$ cat src/rtl/cpu_io_pkg.sv
// Shared types and constants for the CPU I/O and interrupt controller.
// Each channel state is a single bit, so each flag is a direct decode of its state.
package cpu_io_pkg;

  localparam int unsigned WIDTH_DEFAULT = 16;

  typedef enum logic {
    IN_EMPTY = 1'b0,
    IN_FULL  = 1'b1
  } in_state_e;

  typedef enum logic {
    OUT_IDLE = 1'b0,
    OUT_BUSY = 1'b1
  } out_state_e;

  // Output flag comes out of reset set: the device side is idle.
  localparam logic FGO_RESET = 1'b1;

endpackage

$ cat src/rtl/io_out_channel.sv
// Output-device channel: OUT word holding register, valid/ready handshake and FGO.
// A load while a word is still pending is dropped and raises a sticky overrun flag.
module io_out_channel
  import cpu_io_pkg::*;
#(
  parameter int unsigned WIDTH = WIDTH_DEFAULT
) (
  input  logic             clk,
  input  logic             reset,
  input  logic             load,
  input  logic [WIDTH-1:0] load_data,
  input  logic             dev_ready,
  output logic             dev_valid,
  output logic [WIDTH-1:0] dev_data,
  output logic             fgo,
  output logic             overrun
);

  out_state_e       state_q, state_d;
  logic [WIDTH-1:0] data_q, data_d;
  logic             overrun_q, overrun_d;

  always_comb begin
    state_d   = state_q;
    data_d    = data_q;
    overrun_d = overrun_q;
    unique case (state_q)
      OUT_IDLE: begin
        if (load) begin
          state_d = OUT_BUSY;
          data_d  = load_data;
        end
      end
      OUT_BUSY: begin
        // The pending word has precedence; a colliding load is never taken.
        if (load) begin
          overrun_d = 1'b1;
        end
        if (dev_ready) begin
          state_d = OUT_IDLE;
        end
      end
      default: state_d = OUT_IDLE;
    endcase
  end

  always_ff @(posedge clk) begin
    if (reset) begin
      state_q   <= FGO_RESET ? OUT_IDLE : OUT_BUSY;
      data_q    <= '0;
      overrun_q <= 1'b0;
    end else begin
      state_q   <= state_d;
      data_q    <= data_d;
      overrun_q <= overrun_d;
    end
  end

  assign dev_valid = (state_q == OUT_BUSY);
  assign dev_data  = data_q;
  assign fgo       = (state_q == OUT_IDLE);
  assign overrun   = overrun_q;

endmodule

$ cat src/rtl/io_intr_ctrl.sv
// CPU I/O and interrupt sequencing: INPR/FGI input channel, output channel, IEN and R.
// Every CPU-side output is a register or a decode of one, so device inputs never reach them.
module io_intr_ctrl
  import cpu_io_pkg::*;
#(
  parameter int unsigned WIDTH = WIDTH_DEFAULT
) (
  input  logic             clk,
  input  logic             reset,
  input  logic             dev_in_valid,
  input  logic [WIDTH-1:0] dev_in_data,
  output logic             dev_in_ready,
  output logic             dev_out_valid,
  output logic [WIDTH-1:0] dev_out_data,
  input  logic             dev_out_ready,
  input  logic             inp_take,
  input  logic             out_load,
  input  logic [WIDTH-1:0] out_data,
  input  logic             ion,
  input  logic             iof,
  input  logic             r_window,
  input  logic             int_ack,
  output logic [WIDTH-1:0] inpr,
  output logic             fgi,
  output logic             fgo,
  output logic             ien,
  output logic             int_req,
  output logic             out_overrun
);

  in_state_e        in_state_q, in_state_d;
  logic [WIDTH-1:0] inpr_q, inpr_d;
  logic             ien_q, ien_d;
  logic             r_q, r_d;
  logic             fgo_w;

  // Input channel: capture only when empty, release only when full, so a
  // capture and a take never share a cycle.
  always_comb begin
    in_state_d = in_state_q;
    inpr_d     = inpr_q;
    unique case (in_state_q)
      IN_EMPTY: begin
        if (dev_in_valid) begin
          in_state_d = IN_FULL;
          inpr_d     = dev_in_data;
        end
      end
      IN_FULL: begin
        if (inp_take) begin
          in_state_d = IN_EMPTY;
        end
      end
      default: in_state_d = IN_EMPTY;
    endcase
  end

  // IEN: clears (IOF or interrupt acknowledge) win over ION.
  always_comb begin
    ien_d = ien_q;
    if (iof || int_ack) begin
      ien_d = 1'b0;
    end else if (ion) begin
      ien_d = 1'b1;
    end
  end

  // R looks at registered flags only; same-cycle flag updates show up next cycle.
  always_comb begin
    r_d = r_q;
    if (int_ack) begin
      r_d = 1'b0;
    end else if (r_window && ien_q && (fgi || fgo_w)) begin
      r_d = 1'b1;
    end
  end

  always_ff @(posedge clk) begin
    if (reset) begin
      in_state_q <= IN_EMPTY;
      inpr_q     <= '0;
      ien_q      <= 1'b0;
      r_q        <= 1'b0;
    end else begin
      in_state_q <= in_state_d;
      inpr_q     <= inpr_d;
      ien_q      <= ien_d;
      r_q        <= r_d;
    end
  end

  io_out_channel #(
    .WIDTH (WIDTH)
  ) u_out_channel (
    .clk       (clk),
    .reset     (reset),
    .load      (out_load),
    .load_data (out_data),
    .dev_ready (dev_out_ready),
    .dev_valid (dev_out_valid),
    .dev_data  (dev_out_data),
    .fgo       (fgo_w),
    .overrun   (out_overrun)
  );

  assign fgi          = (in_state_q == IN_FULL);
  assign dev_in_ready = ~fgi;
  assign inpr         = inpr_q;
  assign fgo          = fgo_w;
  assign ien          = ien_q;
  assign int_req      = r_q;

endmodule

$ cat config.mk
export PLATFORM = sky130hd
export DESIGN_NAME = io_intr_ctrl
export DESIGN_NICKNAME = d
export VERILOG_FILES = /design/src/rtl/cpu_io_pkg.sv /design/src/rtl/io_out_channel.sv /design/src/rtl/io_intr_ctrl.sv
export SDC_FILE = /design/constraint.sdc
export NUM_CORES = 1
export LEC_CHECK = 0
export CAP_MARGIN = 40
export CELL_PAD_IN_SITES_DETAIL_PLACEMENT = 0
export CELL_PAD_IN_SITES_GLOBAL_PLACEMENT = 1
export CORE_MARGIN = 5
export CORE_UTILIZATION = 25
export DETAILED_ROUTE_END_ITERATION = 10
export PLACE_DENSITY_LB_ADDON = 0.2
export SLEW_MARGIN = 20
export SYNTH_ARGS = -nofsm -noshare
export SYNTH_HDL_FRONTEND = slang
export SYNTH_SLANG_ARGS = --single-unit
$ cat constraint.sdc
create_clock -name clk -period 1.5 [get_ports clk]
set_clock_uncertainty 0.1 [all_clocks]
set_input_delay 0.15 -clock clk [delete_from_list [all_inputs] [get_ports clk]]
set_output_delay 0.15 -clock clk [all_outputs]
set_load 0.02 [all_outputs]
---- Word-level counts from Yosys, hierarchy flattened ----
Index checks and enable logic that the tools add are counted.
W data, S select, Z words.
storage, ports and cells
  bits in registers ....................... 37
  output and inout bits ................... 39
  logic and storage cells ................. 24
operators by class
  bitwise gates (word level) .............. 2
  multiplexer cells ....................... 6
  reductions and logical operators ........ 9
operators with widths
  kind                 count
  $reduce_and A2 Y1    3
  $mux W1              4
  $pmux W1 S2          2
  $reduce_or A2 Y1     2
  $logic_and A1 B1 Y1  2
  $logic_or A1 B1 Y1   2
  $not A1 Y1           2

---- Logic depth before layout (Yosys ltp) ----
  depth after elaboration ................. 3
  mapped depth ............................ 5
  mapped depth without buffers ............ 3

---- Cells and area by module ----
Synthesis repeated with hierarchy kept, for this count alone.
unflattened totals
  cells, all modules ...................... 162
  area total of the unflattened synthesis .. 1,536.5 µm²
by module, submodules not included
  module          area each (µm²)  cells each  times used  seq. area each (µm²)
  io_out_channel  842.1            79          1           360.3
  io_intr_ctrl    694.4            83          1           380.4

---- Worst setup path before layout ----
OpenSTA, ideal clock, no wires.
  path kind ............................... register to register
  start ................................... reg u_out_channel.state_q (netlist: u_out_channel.dev_valid)
  end ..................................... reg u_out_channel.data_q[10] (netlist: u_out_channel.dev_data[10])
  required time ........................... 1,330 ps
  path buffers ............................ 2
  stages on the path, launching flop included .. 6
  library setup time ...................... 70 ps
  data arrival time ....................... 1,053 ps
  slack ................................... 277 ps
  cells stage by stage .................... dfxtp_1 -> nand2b_1 -> buf_4 -> buf_6 -> nand2_1 -> a21oi_1
on the way
  longest elaborated chain between the ends .. 2
ends and longest elaborated chain
  what                         RTL line              RTL
  start: declaration           io_out_channel.sv:19  out_state_e state_q, state_d;
  start signal: assignment     io_out_channel.sv:49  state_q <= FGO_RESET ? OUT_IDLE : OUT_BUSY;
  start signal: assignment     io_out_channel.sv:53  state_q <= state_d;
  $not A1 Y1                   --
  $reduce_and A2 Y1 (no line)  --
  end signal: assignment       io_out_channel.sv:54  data_q <= data_d;
  end: declaration             io_out_channel.sv:20  logic [WIDTH-1:0] data_q, data_d;
Every way passes these cells.
A chain may end at the register's enable or synchronous reset.

---- Worst setup path in the final report ----
  start ................................... reg u_out_channel.state_q (netlist: u_out_channel.dev_valid)
  end ..................................... out fgo
on the way
  longest elaborated chain between the ends .. 1
ends and longest elaborated chain
  what              RTL line              RTL
  $not A1 Y1        io_out_channel.sv:61  assign fgo = (state_q == OUT_IDLE);
  end: declaration  io_intr_ctrl.sv:25    output logic fgo,
Every way passes these cells.

==> results.json <==
{
  "reg2reg_setup_slack_ns": 0.34,
  "tightest_slew_ns": 0.260,
  "post_drt_via_cell_ratio": 4.14,
  "gp_congestion": 0.714,
  "fmax_mhz": 752,
  "period_needed_ns": 1.33,
  "dp_hpwl_um": 2870,
  "vias": 1307,
  "power_frac_seq_pct": 48.4,
  "cp-start-kind": "flop",
  "synth-seq-cells": 37,
  "antenna_found_initial": 0,
  "critPathRequiredTime_ns": 1.25,
  "die_h_um": 82.6,
  "worstSetupPathType": "flop to primary output",
  "path_clk_slew_ns": 0.07,
  "critPathCaptureType": "primary output",
  "hp-class": "input pin to flop",
  "drc": 0,
  "cts_sinks": 37,
  "coreArea_um2": 5110,
  "cts_tree": "built",
  "switchingPower_uw": 571,
  "ff2ff_path_depth": 4,
  "combPwrFrac_pct": 19.9,
  "synthCells": 162,
  "cts_buffers": 5,
  "hold_viol": 0,
  "power.density_nw_per_um2": 946,
  "min_path_cells": 3,
  "clockPowerShare_pct": 31.6,
  "max-vdd-ir-drop_mv": 0.435,
  "grt.total_usage_pct": 11.7,
  "fin_crit_sh_pct": 88.7,
  "synthesis.area_um2": 1320,
  "ys_types": 17,
  "postLayoutCoreUtil_pct": 45.7,
  "grt_pass1_vias": 1232,
  "routed_wl_um": 3930,
  "wire_per_inst_um": 12.4,
  "antenna_cells": 0,
  "tns_ns": 0,
  "grt_max_degree": 24,
  "firstDrtPassIters": 5,
  "synthesis.nets": 204,
  "yosysWarnings": 0,
  "syn_area_per_cell_um2": 8.13,
  "drive_above_1_share_pct": 6.10,
  "ios": 81,
  "die_w_um": 82.6,
  "slew_violations": 0,
  "fin_nets": 288,
  "clk_latency_ns": 0.28,
  "die_area_um2": 6820,
  "place_area_um2": 2190,
  "finalPower_uw": 2210,
  "yosysSeqAreaShare_pct": 56.3,
  "initial_core_util_pct": 25.8,
  "num_rows": 26,
  "p_leak_uw": 0.00134,
  "rsz0062_at_grt": "no",
  "max_slew_margin_pct": 82.7,
  "max-clock-path-buffers": 2,
  "cts_root_buf": "clkbuf_8",
  "fin_hold_ws_ns": 0.311,
  "fill_cells": 544,
  "cp_cell_sequence": "inv_1, dlygate4sd2_1",
  "ant_nets": 0,
  "power.internal_uw": 1640,
  "switching_share_pct": 25.9,
  "status": "complete, no violations",
  "h-tree-depth": 2,
  "crit_slowest_cell": "dfxtp_1",
  "final_area_um2": 2330,
  "maxCapViolations": 0,
  "portBuffers": 80,
  "finalSetupViolCount": 0,
  "drtIter0Drc": 39,
  "crit_fanout": 7,
  "area_growth_pct": 77.2,
  "cp_data_arrival_time_ns": 1.08,
  "grt_pass1_wl_um": 6010,
  "overflow": 0,
  "worst_path_largest_cell_delay_ns": 0.43
}
per-stage QoR:
stage          worst slack [ns]  instances
6_report                  0.170        316
5_1_grt                  0.0643        316
4_1_cts                0.000163        316
3_5_place_dp             0.0860        309
3_3_place_gp              0.140        309
2_1_floorplan             0.277        162
layer usage:
layer | part of all wire [%] | track usage [%] | wire length [um] | vias to the layer above
met5 | 0 | 0 | 0 | -
met3 | 11 | 6.07 | 451 | 4
met4 | 0.89 | 3.43 | 35 | 0
met1 | 43 | 14.2 | 1680 | 571
met2 | 45 | 18.0 | 1760 | 53
li1 | - | - | - | 679
what timing repair did:
item | in CTS | in global routing
hold buffers | 0 | 0
resized for setup | 11 | 28
endpoints found under the hold margin | 0 | 0
buffers inserted | 0 | 0
endpoints found under the setup margin | 11 | 28
layout by cell type, fill, tap and decap left out, drive strengths merged:
cell type,synthesis,final
nor3,1,1
clkbuf,3,7
buf,9,9
nor2,2,2
inv,2,2
or2b,1,1
clkdlybuf4s50,0,41
nor4,1,1
a31oi,1,1
nand2b,4,4
dlymetal6s2s,0,28
dfxtp,37,37
nor2b,2,2
dlygate4sd2,0,11
nand2,64,64
a21oi,35,35
synth_stat cells:
library cell  number  area share (%)
nand2_1           64              18
dfxtp_1           37              56
a21oi_1           35              13
nand2b_1           4             1.9
buf_4              3             1.7
buf_6              3             2.6
buf_2              2            0.76
clkbuf_1           2            0.57
inv_1              2            0.57
nor2_1             2            0.57
nor2b_1            2            0.95
a31oi_1            1            0.48
buf_1              1            0.28
clkbuf_2           1            0.38
nor3_1             1            0.38
nor4_1             1            0.48
or2b_1             1            0.57
layout make-up:
cell class | count | area, um^2 | share of cell area (%)
Clock buffer | 7 | 86.3 | 3.70
Inverter | 2 | 7.51 | 0.322
Multi-Input combinational cell | 111 | 485 | 20.8
Sequential cell | 37 | 741 | 31.8
Tap cell | 70 | 87.6 | 3.76
Timing Repair Buffer | 89 | 925 | 39.6
state kept, by name, summed over array words and instances, names as in the netlist:
name / flops
u_out_channel.dev_data: 16
u_out_channel.overrun: 1
ien: 1
u_out_channel.dev_valid: 1
inpr: 16
fgi: 1
int_req: 1
worst paths after layout:
kind                                                               from                                 endpoint
worst max-delay path                 u_out_channel.dev_valid$_SDFF_PP0_                                      fgo
worst min register to register  u_out_channel.dev_data[10]$_SDFFE_PP0P_  u_out_channel.dev_data[10]$_SDFFE_PP0P_
worst min-delay path                                    dev_in_data[12]                    inpr[12]$_SDFFE_PP0P_
worst max register to register       u_out_channel.dev_valid$_SDFF_PP0_   u_out_channel.dev_data[9]$_SDFFE_PP0P_
power groups by stage:
| stage | sequential (uW) | clock, uW | combinational (uW) |
|---|---|---|---|
| 6_report | 1070 | 698 | 440 |
| 3_5_place_dp | 1090 | 0 | 466 |
| 5_1_grt | 1080 | 791 | 480 |
| 4_1_cts | 1070 | 726 | 456 |
| 2_1_floorplan | 1160 | 0 | 137 |
| 3_3_place_gp | 1090 | 0 | 467 |
kinds of logic after synthesis:
group	count (synthesis)	synth area share [%]
AO/OA/AOI/OAI	36	13.8
buffers and inverters	14	6.84
AND/OR/NAND/NOR	75	23.1
flip-flops	37	56.3
critical path: cells and delay by family (launching register included):
family                 cells  cell delay [ns]
buffers and inverters      2             0.37
flip-flops                 1             0.43
Power figures use the tool's default switching activity.
==> RTL change 1 (same settings) <==
`data_q` no longer has a reset.
--- a/src/rtl/io_out_channel.sv
+++ b/src/rtl/io_out_channel.sv
@@ -47,13 +47,15 @@
   always_ff @(posedge clk) begin
     if (reset) begin
       state_q   <= FGO_RESET ? OUT_IDLE : OUT_BUSY;
-      data_q    <= '0;
       overrun_q <= 1'b0;
     end else begin
       state_q   <= state_d;
-      data_q    <= data_d;
       overrun_q <= overrun_d;
     end
+  end
+
+  always_ff @(posedge clk) begin
+    data_q <= data_d;
   end
 
   assign dev_valid = (state_q == OUT_BUSY);
Function: changed (a bounded check fails within 4 cycles, from zero or initial values and one cycle with reset high).
==> RTL change 1 against the original RTL <==
  * Total power is 10% higher
  * Die area is 1.2% lower
  * Routed wire length is 8.5% lower
  * Synthesized area is 1.3% lower
  * Largest cell class is now sequential cells
  * Setup slack worse by 0.13 ns
  * Maximum frequency is 8.8% lower
  * Sequential cell count stayed put
  * Highest routed layer unchanged
  * Final area is 0.80% higher
==> RTL change 1: results (changes against the original RTL) <==
[global_routing]
use_met1=0.1293  ; was 0.1417
antenna_found_initial=0  ; unchanged
grt_use_total=0.1065  ; was 0.1170
grt_max_degree=17  ; was 24
met2_usage=0.1640  ; was 0.1803
use_met3=0.04605  ; was 0.06074
grt_pass1_wl_um=5306  ; was 6009 um

[synth]
ys.flop_type=dfxtp_1  ; unchanged
yosysSeqAreaShare=0.6936  ; was 0.5627
synth_nets=149  ; was 204
synth_cell_type_count=20  ; was 17
synth_edf_count=16  ; was 0
synth_common_cells=nand2_1 (23), dfxtp_1 (21), edfxtp_1 (16)  ; was nand2_1 (64), dfxtp_1 (37), a21oi_1 (35), nand2b_1 (4)
syn_inst=107  ; was 162
netlist_top_cells_area=edfxtp_1 (37%), dfxtp_1 (32%), nand2_1 (6.6%)  ; was dfxtp_1 (56%), nand2_1 (18%), a21oi_1 (13%)

[layout]
multi_input_area_share=0.1437  ; was 0.2082
clk_share=0.05109  ; was 0.03702
layout-drive-gt1-share=0.1777  ; was 0.06098
finish.utilization=0.4633  ; was 0.4566
final_cells=267  ; was 316
antenna_cells_inserted=0  ; unchanged
inv_count=2  ; unchanged
buffer_area_frac=0.3816  ; was 0.3965
nets=238  ; was 288
clkbuf_count=6  ; was 7
seq_area_sq_um=900.9  ; was 740.7 sq um
n_fill_cell=493  ; was 544
nonClockBufferCount=88  ; was 89
multi_input_gates=62  ; was 111

[cts]
cts-root-buf=clkbuf_8  ; unchanged
htree_levels=2  ; unchanged
worstSkewPairLatency_ns=0.28  ; about the same
cts.repair.resized=17  ; was 11

[place]
place_ws_ns=0.08971  ; was 0.08595 ns
hpwl_um=2768  ; was 2874 um
place_inst=259  ; was 309
dpl-instance-area_sq_um=2207  ; was 2190 sq um
gp_congestion=0.6686  ; was 0.7138

[worst_setup_path]
crit_slowest_cell=clkdlybuf4s50_1  ; was dfxtp_1
cp_max_fo=1  ; was 7
slowest_delay_ns=0.60  ; was 0.43 ns
crit_family=buffers and inverters  ; was flip-flops
worstPathArrival_ns=1.21  ; was 1.08 ns

[timing]
slew_headroom=0.8302  ; was 0.8269
whs_ns=0.3116  ; was 0.3109 ns

[pwr]
clkPwrFrac=0.363  ; was 0.316
clock_power_w=0.000884  ; was 0.000698 W
peakVddDrop_v=0.0004443  ; was 0.0004347 V
pwr-share-comb=0.170  ; was 0.199
leakagePower_nw=1.100  ; was 1.344 nW
switching_power_w=0.0005634  ; was 0.0005711 W

[detailed_routing]
drt_first_pass_iters=3  ; was 5
routed_wl_um=3599  ; was 3934 um
wl_met3_um=434  ; was 451 um
wl_met1_um=1567  ; was 1683 um
route.met2.wl_um=1535  ; was 1763 um
drt_iter0_drc=11  ; was 39
vias_per_cell=4.019  ; was 4.136

[worst_hold_path]
worstHoldPathType=in2reg  ; unchanged

[outcome]
status=completed  ; unchanged

-- RTL change 1: cell types whose count changed after synthesis, sizes merged --
cell	unedited run	this run
a21oi	35	18
edfxtp	0	16
nand2	64	32
nor2	2	3
dfxtp	37	21
clkbuf	3	1
a211oi	0	1
buf	9	5
nand2b	4	2
-- RTL change 1: logic make-up (layout without fill, tap and decap cells) --
family / count (synthesis) / count (layout) / share of synthesized area
buffers and inverters: 8 / 98 / 0.04816
AOI/OAI and AO/OA: 20 / 20 / 0.1060
DFF: 37 / 37 / 0.6936
and+or+nand+nor: 42 / 42 / 0.1522
-- RTL change 1: worst paths after layout --
check	start	end	slack, ns	cells past startpoint
min reg2reg	inpr[5]	inpr[5]	0.36	2
max	u_out_channel.dev_data[4]	dev_out_data[4]	0.04	1
min	dev_in_data[6]	inpr[6]	0.31	3
max reg2reg	fgi	inpr[12]	0.29	5
==> RTL change 2 (same flow settings) <==
Without the edit above. `WIDTH_DEFAULT`: 16 -> 12.
--- a/src/rtl/cpu_io_pkg.sv
+++ b/src/rtl/cpu_io_pkg.sv
@@ -2,7 +2,7 @@
 // Each channel state is a single bit, so each flag is a direct decode of its state.
 package cpu_io_pkg;
 
-  localparam int unsigned WIDTH_DEFAULT = 16;
+  localparam int unsigned WIDTH_DEFAULT = 12;
 
   typedef enum logic {
     IN_EMPTY = 1'b0,
Interface: changed (resized dev_in_data, dev_out_data, inpr and out_data); port bits go from 81 to 65. The function was not compared with the original's and may differ.
==> RTL change 2 against the original RTL <==
  * Final area decreased by 22%
  * Critical endpoint is now dev_out_data[7]
  * Total power decreased by 19%
  * Maximum frequency decreased by 9.2%
  * Sequential power decreased by 21%
  * Sequential cell count decreased by 8
  * Synthesized area decreased by 22%
  * Routed wire length decreased by 23%
  * Setup slack got worse by 0.14 ns
  * Core utilization about the same
  * Sequential share of layout area about the same
  * Die area decreased by 20%
==> RTL change 2: results (changes against the original RTL) <==
[layout]
n_fill_cell=405  ; was 544
multi_input_area_sq_um=394.1  ; was 485.5 sq um
nets=226  ; was 288
layout-drive-gt1-share=0.05181  ; was 0.06098

[die]
rows=23  ; was 26
die_x_um=74.06  ; was 82.56 um

[place]
dpl-instance-area_sq_um=1720  ; was 2190 sq um
hpwl_um=2296  ; was 2874 um
port_buffers=64  ; was 80

[pwr]
peakVddDrop_v=0.0005740  ; was 0.0004347 V
swShare=0.2512  ; was 0.2588
clock_power_w=0.000589  ; was 0.000698 W
pwr-share-comb=0.197  ; was 0.199

[global_routing]
grt_pass1_wl_um=4629  ; was 6009 um
grt_max_degree=15  ; was 24
use_met1=0.1178  ; was 0.1417
use_met3=0.04595  ; was 0.06074

[synth]
netlist_top_cells_area=dfxtp_1 (57%), nand2_1 (18%), a21oi_1 (13%)  ; was dfxtp_1 (56%), nand2_1 (18%), a21oi_1 (13%)
yosysSeqAreaShare=0.5659  ; was 0.5627
synth_compound_area_frac=0.1378  ; about the same

[detailed_routing]
wl_met3_um=271  ; was 451 um
drt_first_pass_iters=3  ; was 5
dr_total_vias=1030  ; was 1307

[outcome]
status=completed  ; unchanged

[worst_setup_path]
rr_worst_depth=3  ; was 4
crit_family=buffers and inverters  ; was flip-flops
r2r-end=u_out_channel.dev_data[11]  ; was u_out_channel.dev_data[9]

[worst_hold_path]
hp-start=out_data[3]  ; was dev_in_data[12]

RTL change 2: repair_timing:
action / in CTS / in global routing
gates resized for setup: 4 / 13
hold buffers: 0 / 0
pin swaps: 0 / 0
cloned: 0 / 0
setup endpoints to repair: 4 / 13
endpoints found under the hold margin: 0 / 0
RTL change 2: how the worst max path moves through the flow:
stage,from,end,depth (start not counted)
after floorplan,u_out_channel.dev_valid,u_out_channel.dev_data[0],4
after global placement,out_load,u_out_channel.dev_data[6],4
after detailed placement,out_load,u_out_channel.dev_data[11],4
after CTS,ien,ien,1
after global routing,u_out_channel.dev_data[7],dev_out_data[7],1
final,u_out_channel.dev_data[7],dev_out_data[7],1
RTL change 2: area by class of cell:
class | instances | share of cell area
Timing Repair Buffer | 67 | 0.3847
Sequential cell | 29 | 0.3176
Multi-Input combinational cell | 87 | 0.2156
Clock buffer | 8 | 0.04381
Tap cell | 50 | 0.03422
Inverter | 2 | 0.004107
